**src/rtl/stepper_motion_ctrl_if.sv**
```systemverilog
// Command channel between a host-side decoder and one stepper motion
// sequencer.
//   cmd_valid  host offers a move command
//   cmd_ready  sequencer can take a command this cycle
//   cmd_steps  number of rotate pulses to emit (0 = report done only)
//   cmd_dir    1 = forward, 0 = reverse
interface stepper_motion_ctrl_if;
  logic        cmd_valid;
  logic        cmd_ready;
  logic [15:0] cmd_steps;
  logic        cmd_dir;

  modport master (output cmd_valid, cmd_steps, cmd_dir, input cmd_ready);
  modport slave  (input cmd_valid, cmd_steps, cmd_dir, output cmd_ready);
endinterface

```
**src/rtl/stepper_motion_ctrl.sv**
```systemverilog
// Motion sequencer for one stepper driver channel. It accepts move
// commands, emits a symmetric linear-ramp (trapezoidal) pulse train, and
// then holds reduced current before releasing the driver.
// Ports:
//   clk, rst       system clock, asynchronous active-high reset
//   cmd            command channel (slave side)
//   abort          stop the current move; it enters HOLD on the next cycle
//   rotate_pulse   registered step pulse, PULSE_WIDTH clocks high
//   direction      direction latched from the accepted command
//   module_enable  driver standby release (SETTLE, RUN, HOLD)
//   vref_level     current-limit level: RUN_VREF / HOLD_VREF / 0
//   busy           sequencer not idle
//   done           one-cycle pulse at the end of every move
//   position       signed pulse position, wraps modulo 2^16
module stepper_motion_ctrl #(
  parameter logic [15:0] START_PERIOD  = 16'd100,
  parameter logic [15:0] MIN_PERIOD    = 16'd60,
  parameter logic [15:0] ACCEL_DELTA   = 16'd10,
  parameter logic [15:0] PULSE_WIDTH   = 16'd4,
  parameter logic [15:0] SETTLE_CYCLES = 16'd8,
  parameter logic [15:0] HOLD_CYCLES   = 16'd50,
  parameter logic [3:0]  RUN_VREF      = 4'd12,
  parameter logic [3:0]  HOLD_VREF     = 4'd4
) (
  input  logic                        clk,
  input  logic                        rst,
  stepper_motion_ctrl_if.slave        cmd,
  input  logic                        abort,
  output logic                        rotate_pulse,
  output logic                        direction,
  output logic                        module_enable,
  output logic [3:0]                  vref_level,
  output logic                        busy,
  output logic                        done,
  output logic [15:0]                 position
);

  typedef enum logic [1:0] {S_IDLE, S_SETTLE, S_RUN, S_HOLD} state_t;

  state_t      state_q, state_d;
  logic [15:0] timer_q, timer_d;
  logic [15:0] period_q, period_d;
  logic [15:0] ramp_cnt_q, ramp_cnt_d;
  logic [15:0] remaining_q, remaining_d;
  logic [15:0] position_q, position_d;
  logic        dir_q, dir_d;
  logic        pulse_q, pulse_d;
  logic        done_q, done_d;

  logic        ready;
  logic        xfer;
  logic [15:0] rem_dec;
  logic [16:0] period_up;
  logic [16:0] accel_floor;

  assign ready         = (state_q == S_IDLE) || (state_q == S_HOLD);
  assign cmd.cmd_ready = ready;
  assign xfer          = cmd.cmd_valid && ready;
  assign rem_dec       = remaining_q - 16'd1;
  // 17-bit sums keep the saturating ramp free of wrap-around.
  assign period_up     = {1'b0, period_q} + {1'b0, ACCEL_DELTA};
  assign accel_floor   = {1'b0, MIN_PERIOD} + {1'b0, ACCEL_DELTA};

  always_comb begin
    state_d     = state_q;
    timer_d     = timer_q;
    period_d    = period_q;
    ramp_cnt_d  = ramp_cnt_q;
    remaining_d = remaining_q;
    position_d  = position_q;
    dir_d       = dir_q;
    pulse_d     = 1'b0;
    done_d      = 1'b0;

    case (state_q)
      S_IDLE, S_HOLD: begin
        if (state_q == S_HOLD) begin
          if (timer_q == HOLD_CYCLES - 16'd1) begin
            state_d = S_IDLE;
            timer_d = '0;
          end else begin
            timer_d = timer_q + 16'd1;
          end
        end
        // A transfer overrides the hold countdown; abort is ignored here.
        if (xfer) begin
          if (cmd.cmd_steps == '0) begin
            done_d = 1'b1;
          end else begin
            state_d     = S_SETTLE;
            timer_d     = '0;
            dir_d       = cmd.cmd_dir;
            remaining_d = cmd.cmd_steps;
            period_d    = START_PERIOD;
            ramp_cnt_d  = '0;
          end
        end
      end

      S_SETTLE: begin
        if (abort) begin
          state_d     = S_HOLD;
          timer_d     = '0;
          remaining_d = '0;
          done_d      = 1'b1;
        end else if (timer_q == SETTLE_CYCLES - 16'd1) begin
          state_d = S_RUN;
          timer_d = '0;
        end else begin
          timer_d = timer_q + 16'd1;
        end
      end

      S_RUN: begin
        if (abort) begin
          state_d     = S_HOLD;
          timer_d     = '0;
          remaining_d = '0;
          done_d      = 1'b1;
        end else begin
          pulse_d = (timer_q < PULSE_WIDTH);
          // Count the pulse on the edge where rotate_pulse rises.
          if (timer_q == '0) begin
            position_d = dir_q ? position_q + 16'd1 : position_q - 16'd1;
          end
          if (timer_q == period_q - 16'd1) begin
            timer_d     = '0;
            remaining_d = rem_dec;
            if (rem_dec == '0) begin
              state_d = S_HOLD;
              done_d  = 1'b1;
            end else if (rem_dec <= ramp_cnt_q) begin
              period_d   = (period_up > {1'b0, START_PERIOD}) ? START_PERIOD : period_up[15:0];
              ramp_cnt_d = (ramp_cnt_q == '0) ? '0 : ramp_cnt_q - 16'd1;
            end else if (period_q > MIN_PERIOD) begin
              period_d   = ({1'b0, period_q} >= accel_floor) ? period_q - ACCEL_DELTA : MIN_PERIOD;
              ramp_cnt_d = ramp_cnt_q + 16'd1;
            end
          end else begin
            timer_d = timer_q + 16'd1;
          end
        end
      end

      default: begin
        state_d = S_IDLE;
      end
    endcase
  end

  always_ff @(posedge clk or posedge rst) begin
    if (rst) begin
      state_q     <= S_IDLE;
      timer_q     <= '0;
      period_q    <= START_PERIOD;
      ramp_cnt_q  <= '0;
      remaining_q <= '0;
      position_q  <= '0;
      dir_q       <= 1'b0;
      pulse_q     <= 1'b0;
      done_q      <= 1'b0;
    end else begin
      state_q     <= state_d;
      timer_q     <= timer_d;
      period_q    <= period_d;
      ramp_cnt_q  <= ramp_cnt_d;
      remaining_q <= remaining_d;
      position_q  <= position_d;
      dir_q       <= dir_d;
      pulse_q     <= pulse_d;
      done_q      <= done_d;
    end
  end

  assign rotate_pulse  = pulse_q;
  assign direction     = dir_q;
  assign done          = done_q;
  assign position      = position_q;
  assign busy          = (state_q != S_IDLE);
  assign module_enable = (state_q != S_IDLE);

  always_comb begin
    vref_level = '0;
    case (state_q)
      S_SETTLE, S_RUN: vref_level = RUN_VREF;
      S_HOLD:          vref_level = HOLD_VREF;
      default:         vref_level = '0;
    endcase
  end

endmodule

```
**src/flat_wrapper.sv**
```systemverilog
// flat-port wrapper written by rule: the top's interface ports become plain ports
module stepper_motion_ctrl_flat 
#(
  parameter logic [15:0] START_PERIOD  = 16'd100,
  parameter logic [15:0] MIN_PERIOD    = 16'd60,
  parameter logic [15:0] ACCEL_DELTA   = 16'd10,
  parameter logic [15:0] PULSE_WIDTH   = 16'd4,
  parameter logic [15:0] SETTLE_CYCLES = 16'd8,
  parameter logic [15:0] HOLD_CYCLES   = 16'd50,
  parameter logic [3:0]  RUN_VREF      = 4'd12,
  parameter logic [3:0]  HOLD_VREF     = 4'd4
)
  (clk, rst, abort, rotate_pulse, direction, module_enable, vref_level, busy, done, position, cmd_cmd_valid, cmd_cmd_steps, cmd_cmd_dir, cmd_cmd_ready);
  stepper_motion_ctrl_if cmd_i ();
  input  logic clk;
  input  logic rst;
  input  logic abort;
  output logic rotate_pulse;
  output logic direction;
  output logic module_enable;
  output logic [3:0] vref_level;
  output logic busy;
  output logic done;
  output logic [15:0] position;
  input wire logic [$bits(cmd_i.cmd_valid)-1:0] cmd_cmd_valid;
  input wire logic [$bits(cmd_i.cmd_steps)-1:0] cmd_cmd_steps;
  input wire logic [$bits(cmd_i.cmd_dir)-1:0] cmd_cmd_dir;
  output wire logic [$bits(cmd_i.cmd_ready)-1:0] cmd_cmd_ready;
  assign cmd_i.cmd_valid = cmd_cmd_valid;
  assign cmd_i.cmd_steps = cmd_cmd_steps;
  assign cmd_i.cmd_dir = cmd_cmd_dir;
  assign cmd_cmd_ready = cmd_i.cmd_ready;
  stepper_motion_ctrl #(.START_PERIOD(START_PERIOD), .MIN_PERIOD(MIN_PERIOD), .ACCEL_DELTA(ACCEL_DELTA), .PULSE_WIDTH(PULSE_WIDTH), .SETTLE_CYCLES(SETTLE_CYCLES), .HOLD_CYCLES(HOLD_CYCLES), .RUN_VREF(RUN_VREF), .HOLD_VREF(HOLD_VREF)) u_core (.clk(clk), .rst(rst), .cmd(cmd_i), .abort(abort), .rotate_pulse(rotate_pulse), .direction(direction), .module_enable(module_enable), .vref_level(vref_level), .busy(busy), .done(done), .position(position));
endmodule
```
**config.mk**
```make
export PLATFORM = sky130hd
export DESIGN_NAME = stepper_motion_ctrl_flat
export DESIGN_NICKNAME = d
export VERILOG_FILES = /design/src/rtl/stepper_motion_ctrl_if.sv /design/src/rtl/stepper_motion_ctrl.sv /design/src/flat_wrapper.sv
export SDC_FILE = /design/constraint.sdc
export NUM_CORES = 1
export LEC_CHECK = 0
export ABC_AREA = 1
export CAP_MARGIN = 20
export CORE_AREA = 5 5 121 134
export DETAILED_ROUTE_END_ITERATION = 7
export DIE_AREA = 0 0 126 139
export PLACE_DENSITY = 0.84
export SYNTH_ARGS = -nofsm -noshare
export SYNTH_HDL_FRONTEND = slang
export SYNTH_SLANG_ARGS = --single-unit
```
**constraint.sdc**
```tcl
create_clock -name clk -period 3.9 [get_ports clk]
set_input_delay 0.39 -clock clk [delete_from_list [all_inputs] [get_ports clk]]
set_output_delay 0.39 -clock clk [all_outputs]
set_load 0.01 [all_outputs]
```
==> flow_metrics.py <==
metrics = {
    "timing": {
        "setup_viol": 0,
        "min_period_ns": 3.486,
        "max_slew.worst_pin.slew_ns": 0.8393,
        "setup_ws_ns": 0.4144,
        "max_freq_mhz": 286.9,
        "finalSetupTns_ns": 0,
        "final-hold-violation-count": 0,
        "maxSlewHeadroom_pct": 43.89,
        "maxSlewViolCount": 0,
        "period_share_pct": 89.37,
        "rsz0062_at_grt": "no",
        "finClkSkew_ns": 0.01001,
    },
    "synthesis": {
        "synth_top_family_by_area": "simple AND/OR/NAND/NOR gates",
        "netlist_area_um2": 8648,
        "synth.most_common_cell": "nand2_1",
        "yosysUniqueCellTypes": 46,
        "avgSynthCellArea_um2": 6.095,
        "async_flop_share_pct": 100.0,
        "synth_compound_area_share_pct": 8.333,
        "synth_area_leaders": "dfrtp_1, nand2_1, nand3_1",
        "synth_xor_area_share_pct": 5.975,
        "yosys.area.top_type": "dfrtp_1",
        "synthAdderAreaFrac_pct": 7.031,
        "ys_warn_count": 0,
        "synth-edff-count": 0,
        "seq_area_frac_synth_pct": 24.35,
        "synth_top_area_share_pct": 23.44,
        "synthMuxAreaShare_pct": 0,
        "synth_commonest_cells": "nand2_1, inv_1, nand3_1",
        "synth-simple-area-share_pct": 43.14,
        "ys_seq_elements": 84,
        "synth_ff_type": "dfrtp_1",
        "syn_inst": 1419,
    },
    "critical_path": {
        "worstRegToRegCells": 20,
        "crit_chain": "inv_1, ha_1, nand3_1, nor2_2, nand3_1, nand2_1, inv_1, ha_1, nand2_1, nor2_1, nand2_1, inv_1, nand4_1, nand2_2, o21ai_0, inv_1, nand3_2, buf_6, nand2_1, nand2_1",
        "path_depth": 20,
        "cp_common_cell": "nand2_1",
        "critPathTopFamily": "simple AND/OR/NAND/NOR gates",
        "r2r_slack_ns": 0.41,
        "worstReg2RegStart": "u_core.remaining_q[0]",
        "r2r_end": "u_core.ramp_cnt_q[3]",
        "path_max_fanout": 31,
        "arrival_ns": 3.72,
        "crit_buf_inv": 5,
        "required_ns": 4.14,
        "slowest_delay_ns": 0.43,
        "crit_type": "reg2reg",
        "cp-start-kind": "register",
        "end_kind": "register",
        "critical-path-slowest-cell": "dfrtp_1",
    },
    "grt": {
        "grt_overflow": 0,
        "grt_pass1_wl_um": 40410,
        "grt_max_degree": 56,
        "use_met3_pct": 2.735,
        "grt_util_met1_pct": 36.27,
        "grtUsageMet2_pct": 45.73,
        "antenna_found_initial": 0,
        "grt_pass1_vias": 8482,
        "grtUsageTotal_pct": 27.26,
        "top_usage_layer": "met2",
    },
    "route": {
        "vias_per_cell": 5.585,
        "num_vias": 9154,
        "dr.pass1.iters": 5,
        "drt_iter0_drc": 628,
        "drt.antenna.violating_nets": 0,
        "drc": 0,
        "wire_per_inst_um": 14.57,
        "finalWirelength_um": 23880,
    },
    "clock_network": {
        "numCtsBuffers": 9,
        "cts_tree": "done",
        "htreeDepth": 3,
        "cts_buffer_depth": 2,
        "cts_root_buffer": "clkbuf_16",
        "clk_pin_slew_ns": 0.07,
        "insertion_delay_ns": 0.36,
        "clock_sinks": 84,
    },
    "place": {
        "dp_hpwl_um": 17500,
        "gp_congestion": 0.9839,
        "detailed_place.area_um2": 9154,
        "place_ws_ns": 0.3894,
        "numPortBuffers": 44,
    },
    "floorplan": {
        "placementRows": 47,
        "fp.dieW_um": 126,
        "initial_utilization_pct": 58.36,
        "die_h_um": 139,
        "die_area_um2": 17510,
        "io_pins": 47,
        "core_area_um2": 14820,
    },
    "run": {
        "drv_cap": 0,
    },
    "pwr": {
        "total_power_uw": 9076,
        "powerDensity_nw_per_um2": 951.5,
        "peakVddDrop_mv": 0.6447,
        "p_leak_uw": 0.005066,
    },
    "status": {
        "status": "finished clean",
    },
    "layout": {
        "drive_gt1_share_pct": 5.128,
        "antenna_cells": 0,
        "final_area_um2": 9539,
        "layout.nets": 1507,
        "syn_to_final_growth_pct": 10.30,
        "final_util_pct": 64.37,
    },
    "worst_hold_path": {
        "hp-class": "in2async",
    },
}
==> final cells by class <==
cell class                 count  area [um2]
tap                          196       245.2
timing repair buffer          63       610.6
inverter                     175       661.9
clock buffer                   9       225.2
fill                        1399        5280
multi-input combinational   1105        5592
sequential                    84        2106
clock inverter                 7       98.84
==> routing by layer <==
layer,part of all wire [%],routed length [um],vias to the layer above
met2,49,11620,333
li1,-,-,4587
met5,0,0,-
met4,2.7,649,0
met1,42,10060,4178
met3,6.5,1547,56
==> layout by cell type, fill, tap and decap left out, drive strengths merged, types with 3 or more instances in the layout <==
cell           Yosys  layout
a21boi             3       3
nor4               9       9
buf               32      19
nand3            170     170
dfrtp             81      81
nand2            453     453
xor2              43      43
dfstp              3       3
clkbuf            24       9
or2                4       4
xnor2             16      16
o21ai             59      59
a31oi              6       6
clkinv             4       8
nand4             23      23
nor3              36      36
nand3b             4       4
ha                47      47
clkdlybuf4s50      0      44
o22ai             14      14
nor2             164     164
inv              171     171
a21oi             40      40
==> registers in the layout (all words and copies together), names as in the netlist <==
name and flops:
u_core.period_q 15, u_core.ramp_cnt_q 16, u_core.rotate_pulse 1, u_core.position 16, u_core.direction 1, u_core.done 1, u_core.timer_q 16, u_core.state_q 2
u_core.remaining_q 16
==> stage by stage <==
step | std cells | hold WS (ns)
final | 1639 | 0.2744
after global routing | 1639 | 0.3068
after CTS | 1636 | 0.4774
after detailed placement | 1620 | 0.4658
after global placement | 1620 | 0.4683
after floorplan | 1420 | 0.4638
==> power breakdown <==
group          internal (uW)  leakage [uW]  total [uW]  switching [uW]
registers               1170       0.00111        1670             498
clock network            567      0.000162         963             395
logic                   2290       0.00380        6440            4150
total                   4030       0.00507        9080            5050
==> logic make-up after synthesis <==
| logic type | Yosys count |
|---|---|
| adder cells (fa/ha/maj) | 48 |
| buffers and inverters | 231 |
| other | 1 |
| AND/OR/NAND/NOR | 865 |
| flip-flops | 84 |
| AO/OA/AOI/OAI | 131 |
| XOR/XNOR | 59 |
==> worst max-delay path by stage <==
stage / startpoint / endpoint / slack [ns]
6_report: u_core.remaining_q[0] / u_core.ramp_cnt_q[3] / 0.41
2_1_floorplan: u_core.remaining_q[0] / u_core.period_q[10] / 0.85
3_5_place_dp: u_core.remaining_q[0] / u_core.period_q[12] / 0.39
5_1_grt: u_core.remaining_q[0] / u_core.period_q[14] / 0.003
4_1_cts: u_core.remaining_q[0] / u_core.ramp_cnt_q[3] / 0.33
3_3_place_gp: u_core.remaining_q[0] / u_core.ramp_cnt_q[3] / 0.54
==> what timing repair did <==
item	in CTS	in global routing
buffers inserted	0	2
setup endpoints to repair	0	31
hold buffers	0	0
gates resized for setup	0	6
Note: power is estimated with default switching activity, not from simulation.
